--- src/rtl/mem_ctrl_pkg.sv ---
// Shared constants, state encodings and IO region decode for the byte-serial memory controller.
package mem_ctrl_pkg;

    localparam int ADDR_W_DEF = 32;
    localparam int DATA_W_DEF = 32;
    localparam int CNT_W      = 3;

    // Memory-mapped IO (UART) lives where address bits [17:16] are both set.
    localparam int         IO_SEL_HI  = 17;
    localparam int         IO_SEL_LO  = 16;
    localparam logic [1:0] IO_SEL_VAL = 2'b11;

    typedef enum logic [1:0] {
        ST_IDLE  = 2'd0,
        ST_READ  = 2'd1,
        ST_WRITE = 2'd2
    } state_t;

    function automatic logic [CNT_W-1:0] size_bytes(input logic [2:0] size);
        case (size)
            3'd1:    size_bytes = CNT_W'(1);
            3'd2:    size_bytes = CNT_W'(2);
            default: size_bytes = CNT_W'(4);
        endcase
    endfunction

endpackage

--- src/rtl/mem_ext.sv ---
// Little-endian byte merge into the read buffer plus zero/sign extension of 1/2/4-byte loads.
module mem_ext
    import mem_ctrl_pkg::*;
#(
    parameter int DATA_W = DATA_W_DEF
) (
    input  logic [DATA_W-1:0] word,
    input  logic [7:0]        byte_in,
    input  logic [CNT_W-1:0]  idx,
    input  logic [CNT_W-1:0]  nbytes,
    input  logic              sign_ext,
    output logic [DATA_W-1:0] merged,
    output logic [DATA_W-1:0] extended
);

    always_comb begin
        merged = word;
        for (int i = 0; i < DATA_W/8; i++) begin
            if (idx == CNT_W'(i)) merged[8*i +: 8] = byte_in;
        end
        extended = merged;
        case (nbytes)
            CNT_W'(1): extended = {{(DATA_W-8){sign_ext & merged[7]}}, merged[7:0]};
            CNT_W'(2): extended = {{(DATA_W-16){sign_ext & merged[15]}}, merged[15:0]};
            default:   extended = merged;
        endcase
    end

endmodule

--- src/rtl/mem_ctrl.sv ---
// Byte-serial RAM controller arbitrating store > load > fetch over a single 8-bit RAM port.
//   state    | meaning
//   ST_IDLE  | bus idle, arbitrate new request
//   ST_READ  | issue read addresses, capture bytes one cycle later
//   ST_WRITE | drive one store byte per cycle, stall on full IO buffer
module mem_ctrl
    import mem_ctrl_pkg::*;
#(
    parameter int ADDR_W = ADDR_W_DEF,
    parameter int DATA_W = DATA_W_DEF
) (
    input  logic              clk,
    input  logic              rst,
    input  logic              rdy,
    input  logic              clear,
    input  logic              if_req,
    input  logic [ADDR_W-1:0] if_addr,
    output logic              if_done,
    output logic [DATA_W-1:0] if_data,
    input  logic              ld_req,
    input  logic [ADDR_W-1:0] ld_addr,
    input  logic [2:0]        ld_size,
    input  logic              ld_signed,
    output logic              ld_done,
    output logic [DATA_W-1:0] ld_data,
    input  logic              st_req,
    input  logic [ADDR_W-1:0] st_addr,
    input  logic [DATA_W-1:0] st_data,
    input  logic [2:0]        st_size,
    output logic              st_done,
    input  logic [7:0]        mem_din,
    output logic [7:0]        mem_dout,
    output logic [ADDR_W-1:0] mem_a,
    output logic              mem_wr,
    input  logic              io_buffer_full
);

    state_t            state, state_nx;
    logic [CNT_W-1:0]  cnt, cnt_nx;
    logic [ADDR_W-1:0] base, addr_cur;
    logic [CNT_W-1:0]  nbytes;
    logic              sign_ext, is_fetch;
    logic [DATA_W-1:0] sdata, rbuf, merged, extended;
    logic              if_done_q, ld_done_q, st_done_q;
    logic              any_done, io_stall;
    logic              accept_st, accept_ld, accept_if;
    logic              capture, fin_rd, fin_wr;

    assign addr_cur = base + ADDR_W'(cnt);
    assign any_done = if_done_q | ld_done_q | st_done_q;
    assign io_stall = (state == ST_WRITE) && io_buffer_full
                      && (addr_cur[IO_SEL_HI:IO_SEL_LO] == IO_SEL_VAL);

    // Done pulses are held through rdy=0 but only visible while enabled.
    assign if_done = if_done_q & rdy;
    assign ld_done = ld_done_q & rdy;
    assign st_done = st_done_q & rdy;

    mem_ext #(.DATA_W(DATA_W)) u_ext (
        .word     (rbuf),
        .byte_in  (mem_din),
        .idx      (cnt - CNT_W'(1)),
        .nbytes   (nbytes),
        .sign_ext (sign_ext),
        .merged   (merged),
        .extended (extended)
    );

    always_ff @(posedge clk or negedge rst) begin
        if (!rst) begin
            state <= ST_IDLE;
            cnt   <= '0;
        end else begin
            state <= state_nx;
            cnt   <= cnt_nx;
        end
    end

    always_comb begin
        state_nx  = state;
        cnt_nx    = cnt;
        accept_st = 1'b0;
        accept_ld = 1'b0;
        accept_if = 1'b0;
        capture   = 1'b0;
        fin_rd    = 1'b0;
        fin_wr    = 1'b0;
        mem_a     = '0;
        mem_dout  = '0;
        mem_wr    = 1'b0;
        case (state)
            ST_IDLE: begin
                if (rdy && !any_done) begin
                    if (st_req) begin
                        accept_st = 1'b1;
                        state_nx  = ST_WRITE;
                        cnt_nx    = '0;
                    end else if (!clear && ld_req) begin
                        accept_ld = 1'b1;
                        state_nx  = ST_READ;
                        cnt_nx    = '0;
                    end else if (!clear && if_req) begin
                        accept_if = 1'b1;
                        state_nx  = ST_READ;
                        cnt_nx    = '0;
                    end
                end
            end
            ST_READ: begin
                // cnt runs one past the last address so the final byte can be captured.
                mem_a = addr_cur;
                if (rdy) begin
                    if (clear) begin
                        state_nx = ST_IDLE;
                        cnt_nx   = '0;
                    end else begin
                        capture = (cnt != '0);
                        if (cnt == nbytes) begin
                            fin_rd   = 1'b1;
                            state_nx = ST_IDLE;
                            cnt_nx   = '0;
                        end else begin
                            cnt_nx = cnt + CNT_W'(1);
                        end
                    end
                end
            end
            ST_WRITE: begin
                mem_a = addr_cur;
                for (int i = 0; i < DATA_W/8; i++) begin
                    if (cnt == CNT_W'(i)) mem_dout = sdata[8*i +: 8];
                end
                mem_wr = rdy && !io_stall;
                if (rdy && !io_stall) begin
                    if (cnt == nbytes - CNT_W'(1)) begin
                        fin_wr   = 1'b1;
                        state_nx = ST_IDLE;
                        cnt_nx   = '0;
                    end else begin
                        cnt_nx = cnt + CNT_W'(1);
                    end
                end
            end
            default: begin
                state_nx = ST_IDLE;
                cnt_nx   = '0;
            end
        endcase
    end

    always_ff @(posedge clk or negedge rst) begin
        if (!rst) begin
            base      <= '0;
            nbytes    <= '0;
            sign_ext  <= 1'b0;
            is_fetch  <= 1'b0;
            sdata     <= '0;
            rbuf      <= '0;
            if_data   <= '0;
            ld_data   <= '0;
            if_done_q <= 1'b0;
            ld_done_q <= 1'b0;
            st_done_q <= 1'b0;
        end else if (rdy) begin
            if_done_q <= 1'b0;
            ld_done_q <= 1'b0;
            st_done_q <= 1'b0;
            if (accept_st) begin
                base   <= st_addr;
                nbytes <= size_bytes(st_size);
                sdata  <= st_data;
            end else if (accept_ld) begin
                base     <= ld_addr;
                nbytes   <= size_bytes(ld_size);
                sign_ext <= ld_signed;
                is_fetch <= 1'b0;
                rbuf     <= '0;
            end else if (accept_if) begin
                base     <= if_addr;
                nbytes   <= CNT_W'(4);
                sign_ext <= 1'b0;
                is_fetch <= 1'b1;
                rbuf     <= '0;
            end
            if (capture) rbuf <= merged;
            if (fin_rd) begin
                if (is_fetch) begin
                    if_data   <= merged;
                    if_done_q <= 1'b1;
                end else begin
                    ld_data   <= extended;
                    ld_done_q <= 1'b1;
                end
            end
            if (fin_wr) st_done_q <= 1'b1;
        end
    end

endmodule

--- config.mk ---
export PLATFORM = sky130hd
export DESIGN_NAME = mem_ctrl
export DESIGN_NICKNAME = d
export VERILOG_FILES = /design/src/rtl/mem_ctrl_pkg.sv /design/src/rtl/mem_ext.sv /design/src/rtl/mem_ctrl.sv
export SDC_FILE = /design/constraint.sdc
export NUM_CORES = 1
export LEC_CHECK = 0
export CAP_MARGIN = 0
export CORE_MARGIN = 3
export CORE_UTILIZATION = 52
export DETAILED_ROUTE_END_ITERATION = 6
export PLACE_DENSITY = 0.95
export RECOVER_POWER = 50
export SLEW_MARGIN = 20
export SYNTH_ARGS = -nofsm -noshare
export SYNTH_HDL_FRONTEND = slang
export SYNTH_SLANG_ARGS = --single-unit
--- constraint.sdc ---
create_clock -name clk -period 8.42 [get_ports clk]
set_clock_uncertainty 0.15 [all_clocks]
set_input_delay 1.263 -clock clk [delete_from_list [all_inputs] [get_ports clk]]
set_output_delay 1.263 -clock clk [all_outputs]
set_load 0.01 [all_outputs]
After elaboration in Yosys (flattened, before gate mapping). Index checks and enable logic that the tools add are counted.

$add $sub $neg: 4. Equal/unequal tests: 24. Multiplexer cells: 75. Bitwise operators: 9. Reduce and logical (&&, ||, !) cells: 25.

Operator list (number): $mux 32 (8); $mux 8 (9); $pmux 32 s2 (1); $mux 3 (12); $add 32x3->32 (1); $mux 1 (32); $eq 3x2->1 const B (7); $mux 2 (9); $eq 3x1->1 const B (5); $pmux 3 s2 (2); $reduce_and 3->1 (4); $pmux 3 s3 (1); $reduce_bool 3->1 (3); $eq 3x3->1 (2); $logic_and 1x1->1 (6); $logic_not 3->1 (2); $ne 2x1->1 const B (3); $pmux 2 s3 (1); $reduce_and 6->1 (1); $sub 3x1->3 const B (2); $and 1x1->1 (5); $eq 2x2->1 const B (2); $ne 2x2->1 const B (2); $ne 4x4->1 const B (1); other kinds (11) (16).

Register bits: 173. Input port bits: 151. Output and inout bits: 108. Logic and storage cells: 150.

Depth between registers and ports, before layout. Gate-level depths: netlist of run 1.

Word-level depth: 11. Gate-level depth with buffers: 10. Gate-level depth less buffers: 8.

Cells and area by module. From an unflattened synthesis of run 1, not the netlist that was laid out.

Cell total of the unflattened synthesis: 1010. Area total of the unflattened synthesis: 9499.1 um^2.

By module, submodules not included: mem_ctrl (times used 1, cells an instance 905, area an instance 8599.5 um^2, sequential area each 4329.2 um^2); mem_ext (times used 1, cells an instance 105, area an instance 899.6 um^2, sequential area each 0.0 um^2).

Least setup slack after synthesis of run 1. No wires, ideal clock.

Path type: register to output. Start: reg cnt[0]. End: out mem_a[14]. Data arrival time: 2.207 ns. Data required time: 7.007 ns. Path slack: 4.800 ns. Stages on the path, launching flop included: 8. Buffers on the path: 0. Cells stage by stage: dfrtp_1 -> ha_1 -> fa_1 -> a21oi_1 -> nor2_1 -> nand2_1 -> or3_1 -> a21boi_0.

Word-level cells in the longest chain between the ends: 2.

RTL lines: from (decl) (RTL line mem_ctrl.sv:39) `logic [CNT_W-1:0] cnt, cnt_nx;`; from (signal assigned) (RTL line mem_ctrl.sv:75) `cnt <= cnt_nx;`; $add 32x3->32 (RTL line mem_ctrl.sv:49) `assign addr_cur = base + ADDR_W'(cnt);`; $mux 32 (RTL line mem_ctrl.sv:91) `case (state)`; to (decl) (RTL line mem_ctrl.sv:33) `output logic [ADDR_W-1:0] mem_a,`.

Every way passes these cells.

==> metrics.txt, run 1 <==
die height 139 um; failing checks capacitance limit, slew limit; Layout area overhead 36.2%; WHS 0.326 ns; CP endpoint sdata[27]$_DFFE_PN0P_; crit-path max FO 92; Post-CTS Setup Inserts 0; core box area 16900 um2; DRC viols 0; Rel. slew slack -2.29; gr ovfl total 0; Post-Syn Area 9160 um2; Root Buffer clkbuf_16; setup TNS 0 ns; setup slack at placement 3.96 ns; initial antenna violation count 0; post-synthesis instance total 1015; Net Count, Synth 1183; status finished, violations left; Vias 8391; Async S/R FF share, synth 1.00; Post-Layout Cell Count 1471; Area contributors post-synth dfrtp_1 47%, nand2_1 10%, mux2i_1 7.1%; 1st-iter DRT viols 599; drt wl/cell 18.0 um; Slew @ Worst Pin 4.93 ns; Switch Pwr 1.15 mW; top_reg_cell synth dfrtp_1; post-DP HPWL 18900 um; top cell type's share of synthesized area 0.473; switch share 0.356; number of max-cap violations 2; fmax 170 MHz; CTS Buf Count 17; Placer Congestion 0.862; PortBufs 258; post-synth top area cell dfrtp_1; FILL cells 1123; post-layout util 0.737; Critical Path RT 8.87 ns; Clk pwr share 0.255; largest net degree at the start of global routing 98; chip width 139 um; register area share after synthesis 0.473; Max Root-Sink Buffers 2; synth warn 0; WS Path Type in -> async; share of power burned in registers 0.375; Rows 47; startpoint types input port; io pins 259; Pwr Density 259 nW/um2; WL final 26500 um; first-pass GRT wire length 42300 um; number of iterations in the first detailed-routing pass 5; CTS tree built; reg2reg path depth 8; total global-route track usage 0.272; Initial Util 0.541; Avg Cell Area, Syn 9.02 um2; final setup fails 0; #FFs+latches synth 173; antenna viol nets, final 0; peak supply drop 0.000155 V; reg2reg setup slack 4.86 ns; reg-to-reg endpoint ld_data[22]$_DFFE_PN0P_; RR Startpoint state[1]$_DFFE_PN0P_; fin crit share 0.697; Comb power frac 0.370; Lkg Pwr 6.11 nW; die area 19200 um2; vias in the first global route 8345; Worst Setup SP rst; Final WS setup 2.55 ns; later-pin clock latency in the skew report 0.44 ns; Slew Limit Fails 121; H-Tree Depth 4; Final min period 5.87 ns; via density per instance 5.70; post_cts resized 0; synth unique cells 58; fraction of layout cells with a size suffix above 1 0.0464; hold crit path type reg -> reg; antenna cells 0; Placed Cells incl. Taps 1438; Worst EP arrival 6.32 ns; Int Pwr 2.08 mW; RSZ-0062 raised after global routing no; # nets final 1406; crit path capture type async pin; Post-CTS Hold Buffers 0; Post-synth EDFFs 0; CTS sink cnt 173; Clk pin slew, worst setup/hold paths 0.07 ns; Hold Vio Cnt, Final 0
-- stage by stage --
| stage | power (mW) | instance area [um2] |
|---|---|---|
| 2_1_floorplan | 1.87 | 9160 |
| 3_3_place_gp | 2.36 | 11800 |
| 3_5_place_dp | 2.41 | 11800 |
| 4_1_cts | 3.25 | 12500 |
| 5_1_grt | 3.42 | 12500 |
| 6_report | 3.23 | 12500 |
-- registers in the layout, indices dropped and copies added (netlist names) --
| name | count |
|---|---|
| ld_done_q | 1 |
| base | 32 |
| if_data | 32 |
| sign_ext | 1 |
| st_done_q | 1 |
| is_fetch | 1 |
| sdata | 32 |
| nbytes | 3 |
| cnt | 3 |
| state | 2 |
| rbuf | 32 |
| if_done_q | 1 |
| ld_data | 32 |
-- metal layers --
metal  track usage  vias up  share of wire
li1              -     3926              -
met3        0.0741       67          0.083
met5             0        -              0
met2         0.496      402           0.53
met1         0.301     3996           0.36
met4         0.108        0          0.031
-- cells by family (layout without fill, tap and decap cells) --
logic type,after synthesis,in the layout,share of synthesized area
compound gates,230,230,0.151
flops,173,173,0.473
fa+ha+maj,17,17,0.0240
xor+xnor,34,34,0.0362
simple gates,408,408,0.201
buf+inv,83,319,0.0373
mux,70,70,0.0772
-- worst max-delay path, stage by stage --
cell and delay [ns]:
clkbuf_1 3.38, clkbuf_1 1.29, buf_16 0.34
-- power by group through the flow --
stage / Combinational, mW / Clock, mW / Sequential, mW
final: 1.20 / 0.825 / 1.21
after detailed placement: 1.20 / 0 / 1.22
after global placement: 1.16 / 0 / 1.21
after CTS: 1.21 / 0.830 / 1.21
after floorplan: 0.696 / 0 / 1.18
after global routing: 1.32 / 0.863 / 1.23
-- placed cells by master (no fill, tap or decap), types with 20 or more instances in the layout --
master / instances
xnor2_1: 23
dfrtp_1: 173
o22ai_1: 28
o21ai_0: 111
a21oi_1: 38
and2_1: 30
clkdlybuf4s50_1: 204
inv_1: 20
mux2i_1: 65
nand2_1: 248
dlygate4sd3_1: 53
nor2_1: 67
-- final cells by class --
cell class                      instances  area, um2  share of cell area
Inverter                               21       78.8             0.00632
Multi-Input combinational cell        759       4520               0.362
Clock buffer                           18        429              0.0344
Tap cell                              220        275              0.0221
Sequential cell                       173       4330               0.347
Timing Repair Buffer                  266       2650               0.213
Clock inverter                         14        189              0.0151
-- how the worst min path moves through the flow --
stage                                    to  depth (start not counted)  slack, ns                     from
finish              if_data[29]$_DFFE_PN0P_                          2       0.33  if_data[29]$_DFFE_PN0P_
global route        if_data[15]$_DFFE_PN0P_                          2       0.35  if_data[15]$_DFFE_PN0P_
CTS                    sdata[2]$_DFFE_PN0P_                          2       0.33     sdata[2]$_DFFE_PN0P_
detailed placement     sdata[2]$_DFFE_PN0P_                          2       0.31     sdata[2]$_DFFE_PN0P_
global placement      sdata[18]$_DFFE_PN0P_                          2       0.31    sdata[18]$_DFFE_PN0P_
floorplan             sdata[16]$_DFFE_PN0P_                          2       0.30    sdata[16]$_DFFE_PN0P_
-- cell usage after synthesis (9+ instances only) --
cell,number
nand2_1,249
dfrtp_1,173
o21ai_0,111
nor2_1,67
mux2i_1,65
clkbuf_1,47
a21oi_1,38
and2_1,30
o22ai_1,28
xnor2_1,23
inv_1,20
ha_1,16
nand3_1,16
o22a_1,16
buf_2,12
a22o_1,9
xor2_1,9
No activity file was read; power rests on OpenSTA's default activity.
==> run 2: changes to the inputs <==
Settings changed: CORE_UTILIZATION 52 to 49, PLACE_DENSITY 0.95 to 0.92.
Clock period 8.42 ns to 6.2 ns, I/O delays scaled along.
==> metrics.txt, run 2 (same netlist as run 1, synthesis figures left out) <==
status finished, violations left; failing checks capacitance limit, slew limit; Rel. slew slack -0.732 (+1.55); hold crit path type reg -> reg; Lkg Pwr 6.14 nW (+0.52%); die area 20400 um2 (+5.9%); number of max-cap violations 2 (unchanged); post_cts resized 0 (unchanged); largest net degree at the start of global routing 108 (+10%); vias in the first global route 8277 (-0.81%); Slew Limit Fails 176 (+45%); DRC viols 0 (unchanged); PortBufs 258 (unchanged); peak supply drop 0.000193 V (+25%); RSZ-0062 raised after global routing no; drt wl/cell 17.9 um (-0.90%); switch share 0.349 (-0.00693); commonest non-fill, non-tap cell in the layout nand2_1; chip width 143 um (+2.9%); WS Path Type reg -> out; CTS tree built; via density per instance 5.63 (-1.4%); Final Power 4.50 mW (+39%); fmax 214 MHz; WL final 26400 um (-0.43%); startpoint types flop; core box area 18100 um2 (+7.2%); commonest non-fill, non-tap cells in the layout 248 x nand2_1, 201 x clkdlybuf4s50_1, 173 x dfrtp_1; crit-path max FO 8 (-91%); Switch Pwr 1.57 mW (+37%); fin crit share 0.753; Int Pwr 2.93 mW (+41%); share of power burned in registers 0.364 (-0.011); Post-CTS Setup Inserts 0 (unchanged); Final min period 4.67 ns; Clk pwr share 0.272 (+0.017); Max Root-Sink Buffers 2 (unchanged); Slew @ Worst Pin 2.60 ns (-2.33 ns); io pins 259 (unchanged); Post-CTS Hold Buffers 0 (unchanged); Root Buffer clkbuf_16; Critical Path RT 5.12 ns (-3.75 ns); Placer Congestion 0.856 (-0.70%); Layout area overhead 36.7%; H-Tree Depth 4 (unchanged); die height 143 um (+2.9%); # nets final 1404 (-0.14%); CTS sink cnt 173 (unchanged); CTS Buf Count 17 (unchanged); antenna cells 0 (unchanged); final setup fails 0 (unchanged); setup TNS 0 ns (unchanged); FILL cells 1320 (+18%); Comb power frac 0.364 (-0.006); Pwr Density 360 nW/um2 (+39%); WHS 0.324 ns (-0.00221 ns); Initial Util 0.505 (-0.0361); later-pin clock latency in the skew report 0.43 ns (about the same); fraction of layout cells with a size suffix above 1 0.0480 (+0.00168); 1st-iter DRT viols 572 (-4.5%); total global-route track usage 0.258 (-0.0142); number of iterations in the first detailed-routing pass 6 (+1); antenna viol nets, final 0 (unchanged); Vias 8315 (-0.91%); Worst EP arrival 3.59 ns (-2.73 ns); first-pass GRT wire length 41900 um (-0.93%); initial antenna violation count 0 (unchanged); crit path capture type primary output; Rows 49 (+4.3%); post-DP HPWL 18900 um (-0.22%); Hold Vio Cnt, Final 0 (unchanged); gr ovfl total 0 (unchanged); Clk pin slew, worst setup/hold paths 0.06 ns (about the same)
## run 2: final timing paths
path | start | end | slack, ns | depth (start not counted)
min in group asynchronous | rst | if_data[25]$_DFFE_PN0P_ | 1.16 | 1
setup / recovery | cnt[2]$_DFFE_PN0P_ | mem_a[31] | 1.53 | 8
max in group asynchronous | rst | base[1]$_DFFE_PN0P_ | 2.02 | 2
setup reg to reg | cnt[1]$_DFFE_PN0P_ | ld_data[26]$_DFFE_PN0P_ | 3.08 | 7
hold reg to reg | sdata[0]$_DFFE_PN0P_ | sdata[0]$_DFFE_PN0P_ | 0.32 | 2
hold / removal | sdata[0]$_DFFE_PN0P_ | sdata[0]$_DFFE_PN0P_ | 0.32 | 2
## run 2: cell type report
type	instances	area [um2]	share of cell area
tap	229	287	0.0229
sequential	173	4330	0.346
multi-input combinational	759	4530	0.362
timing repair buffer	264	2620	0.209
inverter	21	78.8	0.00630
clock inverter	12	219	0.0175
clock buffer	20	457	0.0365
## run 2: layer usage
| metal | vias up | share of wire | GRT usage |
|---|---|---|---|
| met1 | 3992 | 0.38 | 0.303 |
| met4 | 0 | 0.024 | 0.0845 |
| met5 | - | 0 | 0 |
| met3 | 56 | 0.073 | 0.0599 |
| met2 | 356 | 0.52 | 0.464 |
| li1 | 3911 | - | - |
## run 2: critical path, stage by stage (launching register included)
cell             delay, ns
dfrtp_1               0.51
ha_1                  0.43
o211ai_1              0.12
nor2_1                0.58
nor4b_2               0.50
nand3_1               0.17
xnor2_1               0.17
and2_1                0.14
clkdlybuf4s50_1       0.54
## run 2: power groups by stage
stage	Sequential, mW	Combinational (mW)	Clock (mW)
global placement	1.64	1.58	0
global route	1.68	1.81	1.29
detailed placement	1.66	1.64	0
floorplan	1.60	0.945	0
finish	1.64	1.64	1.23
CTS	1.64	1.66	1.23
## run 2: metrics by stage
stage	utilization	worst slack, ns	cells	cell area [um2]
after global routing	0.690	1.30	1478	12500
final	0.690	1.53	1478	12500
after CTS	0.690	1.53	1478	12500
after detailed placement	0.653	2.00	1446	11800
after global placement	0.653	2.09	1446	11800
after floorplan	-	2.91	1015	9160
